===== src/rtl/ieee754_pkg.sv =====
// Shared constants and types for the IEEE-754 single-precision operation sequencer.
package ieee754_pkg;

  // Operation select encoding understood by the downstream FP unit
  localparam logic [1:0] OP_ADD = 2'b00;
  localparam logic [1:0] OP_SUB = 2'b01;
  localparam logic [1:0] OP_MUL = 2'b10;
  localparam logic [1:0] OP_DIV = 2'b11;

  // Single-precision field geometry
  localparam int EXP_W = 8;
  localparam int MAN_W = 23;
  localparam logic [EXP_W-1:0] EXP_MAX = 8'hFF;

  // Bit positions inside the 5-bit class vector {sign, nan, inf, zero, denorm}
  localparam int FLAG_SIGN   = 4;
  localparam int FLAG_NAN    = 3;
  localparam int FLAG_INF    = 2;
  localparam int FLAG_ZERO   = 1;
  localparam int FLAG_DENORM = 0;

  // Sequencer control states
  typedef enum logic [1:0] {
    ST_IDLE   = 2'd0,
    ST_SETTLE = 2'd1,
    ST_HOLD   = 2'd2
  } seq_state_e;

endpackage


===== src/rtl/ieee754_classify.sv =====
// Combinational classifier: maps a single-precision word to {sign, nan, inf, zero, denorm}.
module ieee754_classify
  import ieee754_pkg::*;
(
  input  logic [31:0] x_i,
  output logic [4:0]  flags_o
);

  logic [EXP_W-1:0] exp_field;
  logic             man_nz;

  assign exp_field = x_i[MAN_W +: EXP_W];
  assign man_nz    = |x_i[MAN_W-1:0];

  // At most one of the class bits is set; a normal number leaves all four clear
  always_comb begin
    flags_o            = '0;
    flags_o[FLAG_SIGN] = x_i[31];
    if (exp_field == '0) begin
      flags_o[FLAG_ZERO]   = ~man_nz;
      flags_o[FLAG_DENORM] = man_nz;
    end else if (exp_field == EXP_MAX) begin
      flags_o[FLAG_INF] = ~man_nz;
      flags_o[FLAG_NAN] = man_nz;
    end
  end

endmodule


===== src/rtl/ieee754_op_sequencer.sv =====
// Control stage for a combinational FP unit: accept a command, drive the unit,
// wait a fixed settle interval, capture and classify the result, hand it off.
module ieee754_op_sequencer
  import ieee754_pkg::*;
#(
  parameter int SETTLE_CYCLES = 2,
  parameter int CNT_W         = 16
) (
  input  logic             clk,
  input  logic             rst_n,
  input  logic             in_valid,
  output logic             in_ready,
  input  logic [31:0]      in_a,
  input  logic [31:0]      in_b,
  input  logic [1:0]       in_op,
  output logic [31:0]      fp_a,
  output logic [31:0]      fp_b,
  output logic [1:0]       fp_op,
  input  logic [31:0]      fp_result,
  output logic             out_valid,
  input  logic             out_ready,
  output logic [31:0]      out_result,
  output logic [4:0]       out_flags,
  output logic [CNT_W-1:0] op_count
);

  // Counter is loaded with SETTLE_CYCLES-1 so the capture lands exactly
  // SETTLE_CYCLES edges after acceptance
  localparam logic [3:0]       SETTLE_LOAD = 4'(SETTLE_CYCLES - 1);
  localparam logic [CNT_W-1:0] CNT_ONE     = {{(CNT_W-1){1'b0}}, 1'b1};

  seq_state_e       state_q;
  logic [3:0]       settle_q;
  logic [31:0]      fp_a_q;
  logic [31:0]      fp_b_q;
  logic [1:0]       fp_op_q;
  logic [31:0]      out_result_q;
  logic [4:0]       out_flags_q;
  logic             out_valid_q;
  logic [CNT_W-1:0] op_count_q;
  logic [4:0]       result_flags;

  ieee754_classify u_classify (
    .x_i     (fp_result),
    .flags_o (result_flags)
  );

  // Single control FSM; every output is a register or a direct state decode
  always_ff @(posedge clk or negedge rst_n) begin
    if (!rst_n) begin
      state_q      <= ST_IDLE;
      settle_q     <= '0;
      fp_a_q       <= '0;
      fp_b_q       <= '0;
      fp_op_q      <= OP_ADD;
      out_result_q <= '0;
      out_flags_q  <= '0;
      out_valid_q  <= 1'b0;
      op_count_q   <= '0;
    end else begin
      unique case (state_q)
        ST_IDLE: begin
          if (in_valid) begin
            fp_a_q   <= in_a;
            fp_b_q   <= in_b;
            fp_op_q  <= in_op;
            settle_q <= SETTLE_LOAD;
            state_q  <= ST_SETTLE;
          end
        end
        ST_SETTLE: begin
          if (settle_q == 4'd0) begin
            out_result_q <= fp_result;
            out_flags_q  <= result_flags;
            out_valid_q  <= 1'b1;
            state_q      <= ST_HOLD;
          end else begin
            settle_q <= settle_q - 4'd1;
          end
        end
        ST_HOLD: begin
          if (out_ready) begin
            out_valid_q <= 1'b0;
            op_count_q  <= op_count_q + CNT_ONE;
            state_q     <= ST_IDLE;
          end
        end
        default: state_q <= ST_IDLE;
      endcase
    end
  end

  assign in_ready   = (state_q == ST_IDLE);
  assign fp_a       = fp_a_q;
  assign fp_b       = fp_b_q;
  assign fp_op      = fp_op_q;
  assign out_valid  = out_valid_q;
  assign out_result = out_result_q;
  assign out_flags  = out_flags_q;
  assign op_count   = op_count_q;

endmodule


===== config.mk =====
export PLATFORM = sky130hd
export DESIGN_NAME = ieee754_op_sequencer
export DESIGN_NICKNAME = d
export VERILOG_FILES = /design/src/rtl/ieee754_pkg.sv /design/src/rtl/ieee754_classify.sv /design/src/rtl/ieee754_op_sequencer.sv
export SDC_FILE = /design/constraint.sdc
export NUM_CORES = 1
export LEC_CHECK = 0
export CAP_MARGIN = 10
export CORE_UTILIZATION = 45
export CTS_BUF_LIST = sky130_fd_sc_hd__clkbuf_8 sky130_fd_sc_hd__clkbuf_16
export CTS_CLUSTER_DIAMETER = 50
export DETAILED_ROUTE_END_ITERATION = 10
export PLACE_DENSITY = 0.95
export SLEW_MARGIN = 20
export SYNTH_ARGS = -nofsm -noshare
export SYNTH_HDL_FRONTEND = slang
export SYNTH_SLANG_ARGS = --single-unit

===== constraint.sdc =====
create_clock -name clk -period 3 [get_ports clk]
set_input_delay 0.6 -clock clk [delete_from_list [all_inputs] [get_ports clk]]
set_output_delay 0.6 -clock clk [all_outputs]
set_load 0.02 [all_outputs]

==> qor.tcl, run 1 <==
set qor(status) {finished clean}
set qor(synthDominantAreaCellType) {dfrtp_1}
set qor(synth.net_count) 431
set qor(wirelength_um) 13000
set qor(fraction_of_layout_cells_with_a_size_suffix_above_1_pct) 17.7
set qor(tns_ps) 0
set qor(post-synth-top-area-fraction_pct) 63.6
set qor(p_leak_nw) 3.32
set qor(layout_common_cells) {clkdlybuf4s50_1 (221), dfrtp_1 (125), mux2_2 (60)}
set qor(drc_errors) 0
set qor(number_of_buffers_between_clock_root_and_the_deepest_sink) 2
set qor(p_switching_mw) 3.08
set qor(pin_count_of_the_biggest_net_entering_global_routing) 70
set qor(drv.max_cap_violation_count) 0
set qor(synth.ff_latch_count) 125
set qor(grt_setup_unrepaired) {no}
set qor(cp.arrival_ps) 1790
set qor(final_max_slew_viol_count) 0
set qor(synth-edff-count) 0
set qor(setup-violations-final) 0
set qor(antenna_violating_nets_post_route) 0
set qor(die_width_um) 107
set qor(cpMaxStageDelayCell) {clkdlybuf4s50_1}
set qor(synth.yosys.seq_area_share_pct) 63.6
set qor(numCtsBuffers) 17
set qor(min_period_over_period_pct) 79.7
set qor(clk_pin_slew_worst_paths_ps) 60
set qor(grt_pass1_vias) 4060
set qor(syn_inst) 326
set qor(timing.slew.headroom_pct) 48.8
set qor(via_per_inst) 5.15
set qor(cts_resized) 0
set qor(worstSetupPathType) {flip-flop to output pin}
set qor(drt_first_iter_violations) 147
set qor(fin_hold_ws_ps) 157
set qor(post_synth.cell_area_avg_um2) 15.1
set qor(required_ps) 2400
set qor(synth-simple-area-share_pct) 7.05
set qor(syn_area_um2) 4920
set qor(area_growth_syn_to_layout_pct) 61.1
set qor(initial_utilization_pct) 47.0
set qor(combPwrFrac_pct) 44.1
set qor(grt_pass1_wl_um) 20800
set qor(critical_path.max_stage_delay_ps) 630
set qor(die_h_um) 107
set qor(final_common_cell) {clkdlybuf4s50_1}
set qor(cpLargestDelayFamily) {buffers and inverters}
set qor(cts.hold.buffers_added) 0
set qor(clockRootBuffer) {clkbuf_8}
set qor(post_cts_setup_buffer_count) 0
set qor(min-delay-path-class) {input port to asynchronous set/reset pin}
set qor(globalRouteOverflowTotal) 0
set qor(antenna_cells) 0
set qor(finalClockSkew_ps) 11.0
set qor(detail_route.first_pass.iterations) 4
set qor(tritoncts) {built}
set qor(synth.area.mux_share_pct) 22.7
set qor(groute.usage.overall_pct) 24.5
set qor(share_of_synthesized_registers_carrying_an_async_set_or_reset_pct) 100
set qor(synth_xor_xnor_area_share_pct) 3.03
set qor(crit_path_start_kind) {flip-flop}
set qor(power_density_nw_per_um2) 1130
set qor(path_max_fanout) 6
set qor(synth-compound-area-share_pct) 1.32
set qor(antenna_found_initial) 0
set qor(yosys-top-cells-area) {dfrtp_1 (64%), mux2_2 (14%), mux2_1 (8.9%)}
set qor(cell_internal_pwr_mw) 5.91
set qor(ys.warnings.count) 0
set qor(die_area_um2) 11300
set qor(cts.sink_count) 125
set qor(p_sw_share_pct) 34.3
set qor(max_clock_freq_mhz) 418
set qor(top_level_ports) 223
set qor(route.detailed.wl_per_inst_um) 18.3
set qor(worstSetupEndpointType) {output pin}
set qor(maximum_vdd_ir_drop_v) 0.000637
set qor(power.sequential.fraction_pct) 32.5
set qor(yosys_most_used_dff) {dfrtp_1}
set qor(period_minus_slack_ps) 2390
set qor(dominant_combinational_cell_family_by_area_after_synthesis) {multiplexers}
set qor(timing.critical_path.buf_inv) 1
set qor(insertion_delay_ps) 520
set qor(post-dp-hpwl_um) 9440
set qor(synth.lib_cells_used.distinct) 34
set qor(coreArea_um2) 10500
set qor(p_total_mw) 8.99
set qor(io_buffer_count) 222
set qor(adder_and_majority_cell_fraction_of_the_synthesized_area_pct) 0.763
set qor(cts.htree.levels) 4
set qor(num-nets-final) 664
set qor(cp_cell_sequence) {nor2_1 > clkdlybuf4s50_1}
set qor(rows) 37
set qor(routed-via-count) 3646
set qor(timing_worst_slew_pin_value_ps) 768
set qor(finalHoldViolations) 0
set qor(power_frac_clock_pct) 23.5
set qor(gpl.final_weighted_congestion) 0.764
==> cells in the mapped netlist (all sizes together), types with 2 or more instances <==
cell type and number:
xnor2 9, o21ai 2, nand4 8, inv 3
dfrtp 125, xor2 8, nand3 8, buf 12
and3 2, mux2 99, nor2 10, nor3 5
nand2 8, nor4 8, a22o 2, nand3b 2
ha 3
==> worst paths after layout <==
kind                              startpoint             end  depth (start not counted)  slack, ps
min in group clk                op_count[15]    op_count[15]                          1        480
worst min register to register  op_count[15]    op_count[15]                          1        480
worst min-delay path                   rst_n         fp_b[4]                          1        160
max in group asynchronous              rst_n  out_result[25]                          2       2110
worst max register to register    state_q[1]  out_result[30]                          4        920
worst max-delay path              state_q[1]        in_ready                          2        610
==> registers in the layout, summed over array words and instances (netlist names) <==
signal      count
fp_a           32
fp_b           32
fp_op           2
op_count       16
out_flags       4
out_result     32
out_valid       1
settle_q        4
state_q         2
==> metal layers <==
| metal | track usage (%) | part of all wire [%] | up-vias | routed length (um) |
|---|---|---|---|---|
| li1 | - | - | 1639 | - |
| met1 | 24.9 | 35 | 1815 | 4550 |
| met2 | 45.2 | 55 | 155 | 7130 |
| met3 | 7.36 | 6.9 | 37 | 895 |
| met4 | 11.9 | 3.0 | 0 | 394 |
| met5 | 0 | 0 | - | 0 |
==> final cells by class <==
type / instances / area, um^2
clock buffer: 18 / 428
clock inverter: 14 / 193
fill: 660 / 2540
inverter: 3 / 11.3
multi-input combinational: 186 / 1720
sequential: 125 / 3130
tap: 136 / 170
timing repair buffer: 226 / 2270
==> kinds of logic (layout without fill, tap and decap cells) <==
group,Yosys count,in the layout
mux,99,99
xor+xnor,17,17
simple gates,59,59
buf+inv,15,261
flops,125,125
fa+ha+maj,3,3
compound gates,8,8
==> per-stage QoR <==
step / setup WS, ps / area, um^2 / utilization (%) / std cells
4_1_cts: 582 / 7920 / 75.7 / 708
3_5_place_dp: 773 / 7300 / 69.8 / 676
6_report: 610 / 7920 / 75.7 / 708
2_1_floorplan: 1300 / 4920 / - / 326
3_3_place_gp: 810 / 7300 / 69.8 / 676
5_1_grt: 561 / 7920 / 75.7 / 708
==> power by group through the flow <==
stage,clock [mW],combinational (mW),sequential (mW)
floorplan,0,1.14,3.75
global placement,0,3.86,2.86
detailed placement,0,3.98,2.94
CTS,2.15,4.01,2.93
global route,2.23,4.16,3.01
finish,2.11,3.96,2.92
No activity file was read; power rests on OpenSTA's default activity.
==> run 2: changes to the inputs <==
CORE_UTILIZATION = 38   (was 45)
PLACE_DENSITY = 0.86   (was 0.95)
clock period = 2.05 ns   (was 3 ns; I/O delays follow)
==> run 2 against run 1 <==
  * Worst hold slack lost 150 ps
  * Via count is 1.9% lower
  * Clock-buffer cell count rose by 1
  * Largest cell class unchanged
  * Sequential power is 45% higher
  * First-iteration DRC count down 1.4%
  * Critical path type unchanged
  * Final area up 1.5%
  * Clock power up 55%
==> qor.tcl, run 2 (synthesis results as in run 1) <==
set qor(grt_pass1_vias) 3813 ;# -6.1%
set qor(coreArea_um2) 12600 ;# +21%
set qor(antenna_cells) 0 ;# unchanged
set qor(tns_ps) 0 ;# unchanged
set qor(cpMaxStageDelayCell) {clkdlybuf4s50_1}
set qor(timing_worst_slew_pin_value_ps) 369 ;# -399 ps
set qor(drc_errors) 0 ;# unchanged
set qor(p_total_mw) 13.3 ;# +48%
set qor(p_switching_mw) 4.42 ;# +43%
set qor(final_max_slew_viol_count) 0 ;# unchanged
set qor(min-delay-path-class) {input port to asynchronous set/reset pin}
set qor(clk_pin_slew_worst_paths_ps) 50 ;# about the same
set qor(worstSetupEndpointType) {output pin}
set qor(p_leak_nw) 3.37 ;# +1.5%
set qor(crit_start) {op_count[3]}
set qor(initial_utilization_pct) 39.0 ;# -8.0 points
set qor(timing.slew.headroom_pct) 75.2 ;# +26 points
set qor(path_max_fanout) 7 ;# +1
set qor(dr_wl_met3_um) 843 ;# -5.8%
set qor(num-nets-final) 667 ;# +0.45%
set qor(routed-wl-met2_um) 6650 ;# -6.7%
set qor(detail_route.first_pass.iterations) 6 ;# +2
set qor(tritoncts) {built}
set qor(gpl.final_weighted_congestion) 0.753 ;# -1.4%
set qor(cts.htree.levels) 4 ;# unchanged
set qor(groute.usage.overall_pct) 19.4 ;# -5.1 points
set qor(layout_common_cells) {clkdlybuf4s50_1 (220), dfrtp_1 (125), mux2_2 (60)}
set qor(cts.sink_count) 125 ;# unchanged
set qor(fraction_of_layout_cells_with_a_size_suffix_above_1_pct) 17.7 ;# +0.082 points
set qor(fin_hold_ws_ps) 1.96 ;# -155 ps
set qor(critical_path.max_stage_delay_ps) 660 ;# +30 ps
set qor(cp.arrival_ps) 1540 ;# -250 ps
set qor(area_growth_syn_to_layout_pct) 63.6
set qor(cpLargestDelayFamily) {buffers and inverters}
set qor(final_common_cell) {clkdlybuf4s50_1}
set qor(crit_path_start_kind) {flip-flop}
set qor(dp_cells) 715 ;# +5.8%
set qor(antenna_violating_nets_post_route) 0 ;# unchanged
set qor(grt_setup_unrepaired) {no}
set qor(maximum_vdd_ir_drop_v) 0.000866 ;# +36%
set qor(die_h_um) 116 ;# +8.7%
set qor(p_sw_share_pct) 33.2 ;# -1.0 points
set qor(required_ps) 1640 ;# -760 ps
set qor(pin_count_of_the_biggest_net_entering_global_routing) 69 ;# -1.4%
set qor(dpl_cell_area_um2) 7400 ;# +1.3%
set qor(power_density_nw_per_um2) 1650 ;# +46%
set qor(numCtsBuffers) 17 ;# unchanged
set qor(r2r_slack_ps) 400 ;# -520 ps
set qor(cts.hold.buffers_added) 0 ;# unchanged
set qor(grt_pass1_wl_um) 19200 ;# -7.9%
set qor(globalRouteOverflowTotal) 0 ;# unchanged
set qor(max_clock_freq_mhz) 514
set qor(die_area_um2) 13400 ;# +18%
set qor(post-dp-hpwl_um) 9130 ;# -3.2%
set qor(post_layout_instance_count_excluding_filler_cells) 747 ;# +5.5%
set qor(io_buffer_count) 222 ;# unchanged
set qor(combPwrFrac_pct) 43.6 ;# -0.5 points
set qor(worstSetupPathType) {flip-flop to output pin}
set qor(power_frac_clock_pct) 24.5 ;# +1.0 points
set qor(drt_first_iter_violations) 145 ;# -1.4%
set qor(route.detailed.wl_per_inst_um) 16.5 ;# -10%
set qor(regToRegStartpoint) {state_q[1]}
set qor(wirelength_um) 12300 ;# -5.2%
set qor(cp_cell_sequence) {clkdlybuf4s50_1}
set qor(finalHoldViolations) 0 ;# unchanged
set qor(top_level_ports) 223 ;# unchanged
set qor(die_width_um) 116 ;# +8.7%
set qor(min_period_over_period_pct) 95.0
set qor(setup-violations-final) 0 ;# unchanged
set qor(timing.critical_path.buf_inv) 1 ;# unchanged
set qor(cell_depth_of_the_worst_flop_to_flop_path) 4 ;# unchanged
set qor(finalClockSkew_ps) 6.18 ;# -4.81 ps
set qor(stdcell_area_um2) 8040 ;# +1.5%
set qor(wl_met1_um) 4500 ;# -1.0%
set qor(power.sequential.fraction_pct) 31.9 ;# -0.6 points
set qor(cell_internal_pwr_mw) 8.87 ;# +50%
set qor(dr.max_layer_used) {met4}
set qor(antenna_found_initial) 0 ;# unchanged
set qor(insertion_delay_ps) 410 ;# -110 ps
set qor(clockRootBuffer) {clkbuf_16}
set qor(period_minus_slack_ps) 1950
set qor(routed-via-count) 3578 ;# -1.9%
set qor(status) {finished clean}
set qor(rows) 41 ;# +11%
set qor(via_per_inst) 4.79 ;# -7.0%
set qor(layout.filler_cells) 986 ;# +49%
set qor(drv.max_cap_violation_count) 0 ;# unchanged
set qor(number_of_buffers_between_clock_root_and_the_deepest_sink) 2 ;# unchanged
set qor(r2r_end) {out_result[25]}
run 2: changes by cell type in the layout (fill, tap and decap cells not counted):
cell / before / now
buf_12: 2 / 4
clkinv_4: 3 / 1
inv_1: 3 / 5
buf_4: 3 / 4
bufinv_16: 4 / 5
clkbuf_16: 16 / 17
clkdlybuf4s50_1: 221 / 220
clkinvlp_4: 3 / 2
dlygate4sd2_1: 0 / 1
inv_6: 1 / 0
run 2: worst max-delay path by stage:
| stage | endpoint | slack (ps) | depth (start not counted) |
|---|---|---|---|
| 6_report | op_count[3] | 100 | 1 |
| 5_1_grt | op_count[3] | 40 | 1 |
| 4_1_cts | op_count[3] | 90 | 1 |
| 3_5_place_dp | fp_b[19] | 120 | 4 |
| 3_3_place_gp | fp_b[25] | 150 | 4 |
| 2_1_floorplan | op_count[14] | 510 | 5 |
run 2: what timing repair did:
action,CTS,global route
buffers inserted,0,0
endpoints found under the setup margin,1,0
resized for setup,1,0
run 2: metal layers:
metal	GRT usage [%]	vias up
met4	9.15	0
met1	20.4	1784
li1	-	1646
met5	0	-
met2	34.5	125
met3	7.01	23
run 2: final cells by class:
cell class / count / area [um^2] / area share, %
Tap cell: 172 / 215 / 2.68
Clock buffer: 19 / 453 / 5.63
Sequential cell: 125 / 3130 / 38.9
Inverter: 3 / 11.3 / 0.140
Clock inverter: 13 / 196 / 2.44
Multi-Input combinational cell: 186 / 1720 / 21.4
Timing Repair Buffer: 229 / 2320 / 28.9
run 2: power by group through the flow:
| stage | Combinational (mW) | Sequential [mW] | Clock (mW) |
|---|---|---|---|
| global route | 6.12 | 4.38 | 3.45 |
| floorplan | 1.67 | 5.49 | 0 |
| detailed placement | 5.84 | 4.28 | 0 |
| finish | 5.79 | 4.23 | 3.26 |
| CTS | 5.86 | 4.25 | 3.32 |
| global placement | 5.71 | 4.19 | 0 |
run 2: per-stage QoR:
step                      util, %  worst slack (ps)
final                        63.7               103
after global routing         63.7              43.0
after CTS                    63.7              88.3
after detailed placement     58.6               117
after floorplan                 -               507
after global placement       58.6               149
==> run 3: changes to the inputs <==
PLACE_DENSITY = 0.77   (was 0.86)
clock period = 1.6 ns   (was 2.05 ns; I/O delays follow)
==> run 3 against run 2 <==
  * Non-clock buffer count up 12
  * Clock skew increased by 1.6 ps
  * Register-to-register slack worse by 330 ps
  * Total power up 21%
  * Clock-buffer cell count increased by 3
  * Largest power group unchanged
==> qor.tcl, run 3 (synthesis results as in run 1) <==
set qor(grt_setup_unrepaired) {yes}
set qor(post-route-worst-setup-slack_ps) 53.1 ;# -49.8 ps
set qor(worstSetupPathType) {flip-flop to output pin}
set qor(drt_first_iter_violations) 78 ;# -46%
set qor(stdcell_area_um2) 8010 ;# -0.40%
set qor(io_buffer_count) 222 ;# unchanged
set qor(via_per_inst) 4.77 ;# -0.47%
set qor(maximum_vdd_ir_drop_v) 0.00112 ;# +29%
set qor(layout_common_cells) {dfrtp_1 (122), dlygate4sd2_1 (118), clkdlybuf4s50_1 (100)}
set qor(crit_path_start_kind) {flip-flop}
set qor(die_width_um) 116 ;# unchanged
set qor(cts.sink_count) 125 ;# unchanged
set qor(clockRootBuffer) {clkbuf_16}
set qor(layout.filler_cells) 1007 ;# +2.1%
set qor(cp_cell_sequence) {buf_4 > clkdlybuf4s15_1}
set qor(initial_utilization_pct) 39.0 ;# unchanged
set qor(gpl.final_weighted_congestion) 0.757 ;# +0.57%
set qor(cts.htree.levels) 4 ;# unchanged
set qor(timing.slew.headroom_pct) 65.8 ;# -9.4 points
set qor(num-nets-final) 679 ;# +1.8%
set qor(critical_path.max_stage_delay_ps) 390 ;# -270 ps
set qor(max_clock_freq_mhz) 646
set qor(worstSetupEndpointType) {output pin}
set qor(number_of_buffers_between_clock_root_and_the_deepest_sink) 2 ;# unchanged
set qor(routed-via-count) 3609 ;# +0.87%
set qor(power_density_nw_per_um2) 2010 ;# +21%
set qor(multiInputGateArea_um2) 1740 ;# +1.2%
set qor(drc_errors) 0 ;# unchanged
set qor(final_common_cell) {dfrtp_1}
set qor(drv.max_cap_violation_count) 0 ;# unchanged
set qor(antenna_violating_nets_post_route) 0 ;# unchanged
set qor(die_area_um2) 13400 ;# unchanged
set qor(timing_worst_slew_pin_value_ps) 513 ;# +144 ps
set qor(min_period_over_period_pct) 96.7
set qor(cp.arrival_ps) 1230 ;# -310 ps
set qor(post-dp-hpwl_um) 8940 ;# -2.2%
set qor(area_growth_syn_to_layout_pct) 62.9
set qor(wirelength_um) 12300 ;# +0.32%
set qor(finalHoldViolations) 0 ;# unchanged
set qor(dpl_cell_area_um2) 7480 ;# +1.2%
set qor(route.detailed.wl_per_inst_um) 16.3 ;# -1.0%
set qor(detail_route.first_pass.iterations) 4 ;# -2
set qor(min-delay-path-class) {input port to asynchronous set/reset pin}
set qor(antenna_found_initial) 0 ;# unchanged
set qor(rows) 41 ;# unchanged
set qor(place_worst_setup_slack_ps) -242 ;# -358 ps
set qor(status) {finished clean}
set qor(setup-violations-final) 0 ;# unchanged
set qor(seqCellArea_um2) 3130 ;# +0.12%
set qor(finalClockSkew_ps) 7.74 ;# +1.56 ps
set qor(tritoncts) {built}
set qor(final_max_slew_viol_count) 0 ;# unchanged
set qor(required_ps) 1280 ;# -360 ps
set qor(path_max_fanout) 3 ;# -4
set qor(coreArea_um2) 12600 ;# unchanged
set qor(die_h_um) 116 ;# unchanged
set qor(globalRouteOverflowTotal) 0 ;# unchanged
set qor(numCtsBuffers) 17 ;# unchanged
set qor(top_level_ports) 223 ;# unchanged
set qor(insertion_delay_ps) 410 ;# about the same
set qor(grt_pass1_wl_um) 19400 ;# +0.97%
set qor(fraction_of_layout_cells_with_a_size_suffix_above_1_pct) 20.9 ;# +3.1 points
set qor(antenna_cells) 0 ;# unchanged
set qor(final_core_utilization_pct) 63.5 ;# -0.26 points
set qor(p_leak_nw) 3.65 ;# +8.2%
set qor(pin_count_of_the_biggest_net_entering_global_routing) 94 ;# +36%
set qor(clk_pin_slew_worst_paths_ps) 50 ;# about the same
set qor(grt_pass1_vias) 3914 ;# +2.6%
set qor(cpMaxStageDelayCell) {dfrtp_1}
set qor(groute.usage.overall_pct) 19.1 ;# -0.27 points
set qor(period_minus_slack_ps) 1550
## run 3: final timing paths
| path | start | end | slack (ps) | cells after the start |
|---|---|---|---|---|
| worst max-delay path | op_count[1] | op_count[1] | 50 | 2 |
| worst min-delay path | rst_n | out_flags[0] | 480 | 3 |
| worst max register to register | state_q[1] | out_flags[3] | 70 | 4 |
| worst min register to register | out_flags[0] | out_flags[0] | 480 | 2 |
| max in group asynchronous | rst_n | op_count[3] | 660 | 3 |
| min in group clk | out_flags[0] | out_flags[0] | 480 | 2 |
## run 3: timing repair
action,in CTS,in global routing
buffers inserted,0,2
gates cloned,0,1
endpoints found under the setup margin,146,41
gates resized for setup,127,9
pin swaps,0,1
endpoints found under the hold margin,89,0
hold buffers,1,0
## run 3: cell type report
class / count / share of cell area (%)
clock buffers: 22 / 6.17
clock inverters: 8 / 1.42
inverters: 3 / 0.141
multi-input cells: 186 / 21.7
flip-flops and latches: 125 / 39.1
well taps: 172 / 2.69
repair buffers: 241 / 28.8
## run 3: routing by layer
| metal | share of wire, % | up-vias | global-route usage (%) |
|---|---|---|---|
| li1 | - | 1659 | - |
| met1 | 38 | 1796 | 21.2 |
| met2 | 53 | 124 | 33.1 |
| met3 | 5.5 | 30 | 5.49 |
| met4 | 3.2 | 0 | 10.7 |
| met5 | 0 | - | 0 |
## run 3: critical path: cells and delay by family, from the launching register on
| kind | cells | cell delay, ps |
|---|---|---|
| buffers and inverters | 2 | 430 |
| flip-flops | 1 | 390 |
## run 3: stage by stage
step                      power, mW  cells  hold WS, ps  TNS (ps)
after floorplan                9.17    326         24.4         0
after global placement         12.9    723          387    -13870
after detailed placement       13.2    723          392    -14860
after CTS                      16.2    754          480         0
after global routing           17.0    757          499      -100
final                          16.1    757          477         0
## run 3: power breakdown
| part | switching, mW | internal, mW |
|---|---|---|
| Combinational | 3.60 | 3.22 |
| Clock | 1.29 | 2.62 |
| Sequential | 0.727 | 4.60 |
| Total | 5.62 | 10.4 |
==> variant, RTL diff (config.mk and constraints of run 3) <==
Make the reset (`rst_n`) synchronous in one clocked block.
--- a/src/rtl/ieee754_op_sequencer.sv
+++ b/src/rtl/ieee754_op_sequencer.sv
@@ -48,3 +48,3 @@
   // Single control FSM; every output is a register or a direct state decode
-  always_ff @(posedge clk or negedge rst_n) begin
+  always_ff @(posedge clk) begin
     if (!rst_n) begin
Check against the original RTL: differs if rst_n is asserted again (counterexample within 4 cycles, from zero or initial values and one cycle with rst_n low); with rst_n held inactive, the same outputs for 4 cycles.
==> variant against run 3 <==
  * Global-route usage is 3.9 points higher
  * Via count up 39%
  * Design area fell by 0.45%
  * Core utilization increased by 3.2 points
  * Sequential cell count did not move
  * Sequential share of layout area is 7.6 points lower
  * Area after synthesis shrank 5.2%
  * Register-to-register slack lost 70 ps
  * Maximum frequency is 3.3% lower
  * Wire length rose by 20%
  * Setup slack worse by 52 ps
  * Critical endpoint is now out_result[19]$_SDFFE_PN0P_
Power is not compared: it rests on default switching activity, and its combinational part moved more than twofold at a synthesized area within 25%.
==> variant: results (changes against run 3) <==
status completed; top cells by area, synth dfxtp_1 (54%), nand2_1 (16%), a21oi_1 (11%); post-synthesis mux area share 0.430% (-22 points); Max-slew headroom 74.2% (+8.4 points); global-route usage over all layers 23.0% (+3.9 points); Post-Syn Nets 684 (+59%); Crit path arrival time 1940 ps (+710 ps); Filler Cell Count 962 (-4.5%); Synth Area in Adders 0.805% (+0.042 points); DRT Pass-1 Iters 5 (+1); 1st-iter DRT viols 270 (+250%); fraction of the mapped netlist area in compound gates 13.2% (+12 points); CP max-delay cell or3b_4; worst-path fanout max 17 (+14); Async S/R FF share, synth 0% (-100 points); Root Buffer clkbuf_16; number of flops mapped to enable cells by yosys 0 (unchanged); Hold Path Class register to register; VDD IR max around 0.65 mV; via-per-instance ratio 5.08 (+6.5%); routability congestion estimate 0.898 (+19%); Seq/Total Area, Yosys 53.7% (-9.9 points); Synth Flop Type dfxtp_1; Clock Skew 6.71 ps (-1.03 ps); synth cell count leaders nand2_1 (204), dfxtp_1 (125), a21oi_1 (104); wire length of the first global-routing pass 23.1 mm (+20%); Unique masters post-synth 41 (+21%); DP Wirelength 10.2 mm (+14%); Post-DRT Antenna Nets 0 (unchanged); share of cells above drive strength 1 14.6% (-6.2 points); largest net degree at the start of global routing 58 (-38%); Placement Setup Slack -314 ps (-72.3 ps); # nets final 934 (+38%); Routed WL per cell 15.0 um (-8.1%); XOR/XNOR Fraction of Synth Area 2.07% (-0.96 points); Seq power 3.47 mW; vias in the first global route 4872 (+24%); CP delay by family, top simple AND/OR/NAND/NOR gates; number of CTS-inserted buffers 17 (unchanged)
==> variant: cell type report <==
class                      instances  area (um2)  area share [%]
timing repair buffer             270        2520            31.7
clock buffer                      25         536            6.71
tap                              147         184            2.31
clock inverter                     7        83.8            1.05
multi-input combinational        410        2120            26.5
inverter                           5        20.0           0.251
sequential                       125        2510            31.5
==> variant: what timing repair did <==
action,4_1_cts,5_1_grt
setup buffers,0,5
pin swaps,5,14
cloned,1,2
resized for setup,134,34
setup endpoints to repair,136,30
==> variant: layer usage <==
metal	wire (um)	track usage, %	vias to the layer above
met5	0	0	-
met3	840	5.89	44
li1	-	-	2422
met4	506	13.4	0
met1	5790	25.0	2373
met2	7660	40.5	183
==> variant: metrics by stage <==
stage	cell area, um2	hold slack, ps	instances	power [mW]	TNS (ps)
floorplan	4670	456	579	4.38	-27.1
global placement	7270	441	949	5.29	-2850
detailed placement	7270	446	949	5.34	-4030
CTS	7800	442	982	9.15	-78.3
global route	7980	457	989	9.54	-797
finish	7980	448	989	9.17	0
==> variant: final timing paths <==
| path | startpoint | endpoint | slack [ps] | cells after the start |
|---|---|---|---|---|
| worst max-delay path | settle_q[1]$_SDFFE_PN0P_ | out_result[19]$_SDFFE_PN0P_ | 0.8 | 7 |
| worst min-delay path | fp_op[0]$_SDFFE_PN0P_ | fp_op[0]$_SDFFE_PN0P_ | 450 | 2 |
| worst max register to register | settle_q[1]$_SDFFE_PN0P_ | out_result[19]$_SDFFE_PN0P_ | 0.8 | 7 |
| worst min register to register | fp_op[0]$_SDFFE_PN0P_ | fp_op[0]$_SDFFE_PN0P_ | 450 | 2 |
==> variant: cells by family after synthesis <==
kind of cell | after synthesis
simple gates | 277
flops | 125
compound gates | 117
buf+inv | 44
xor+xnor | 11
fa+ha+maj | 3
mux | 2
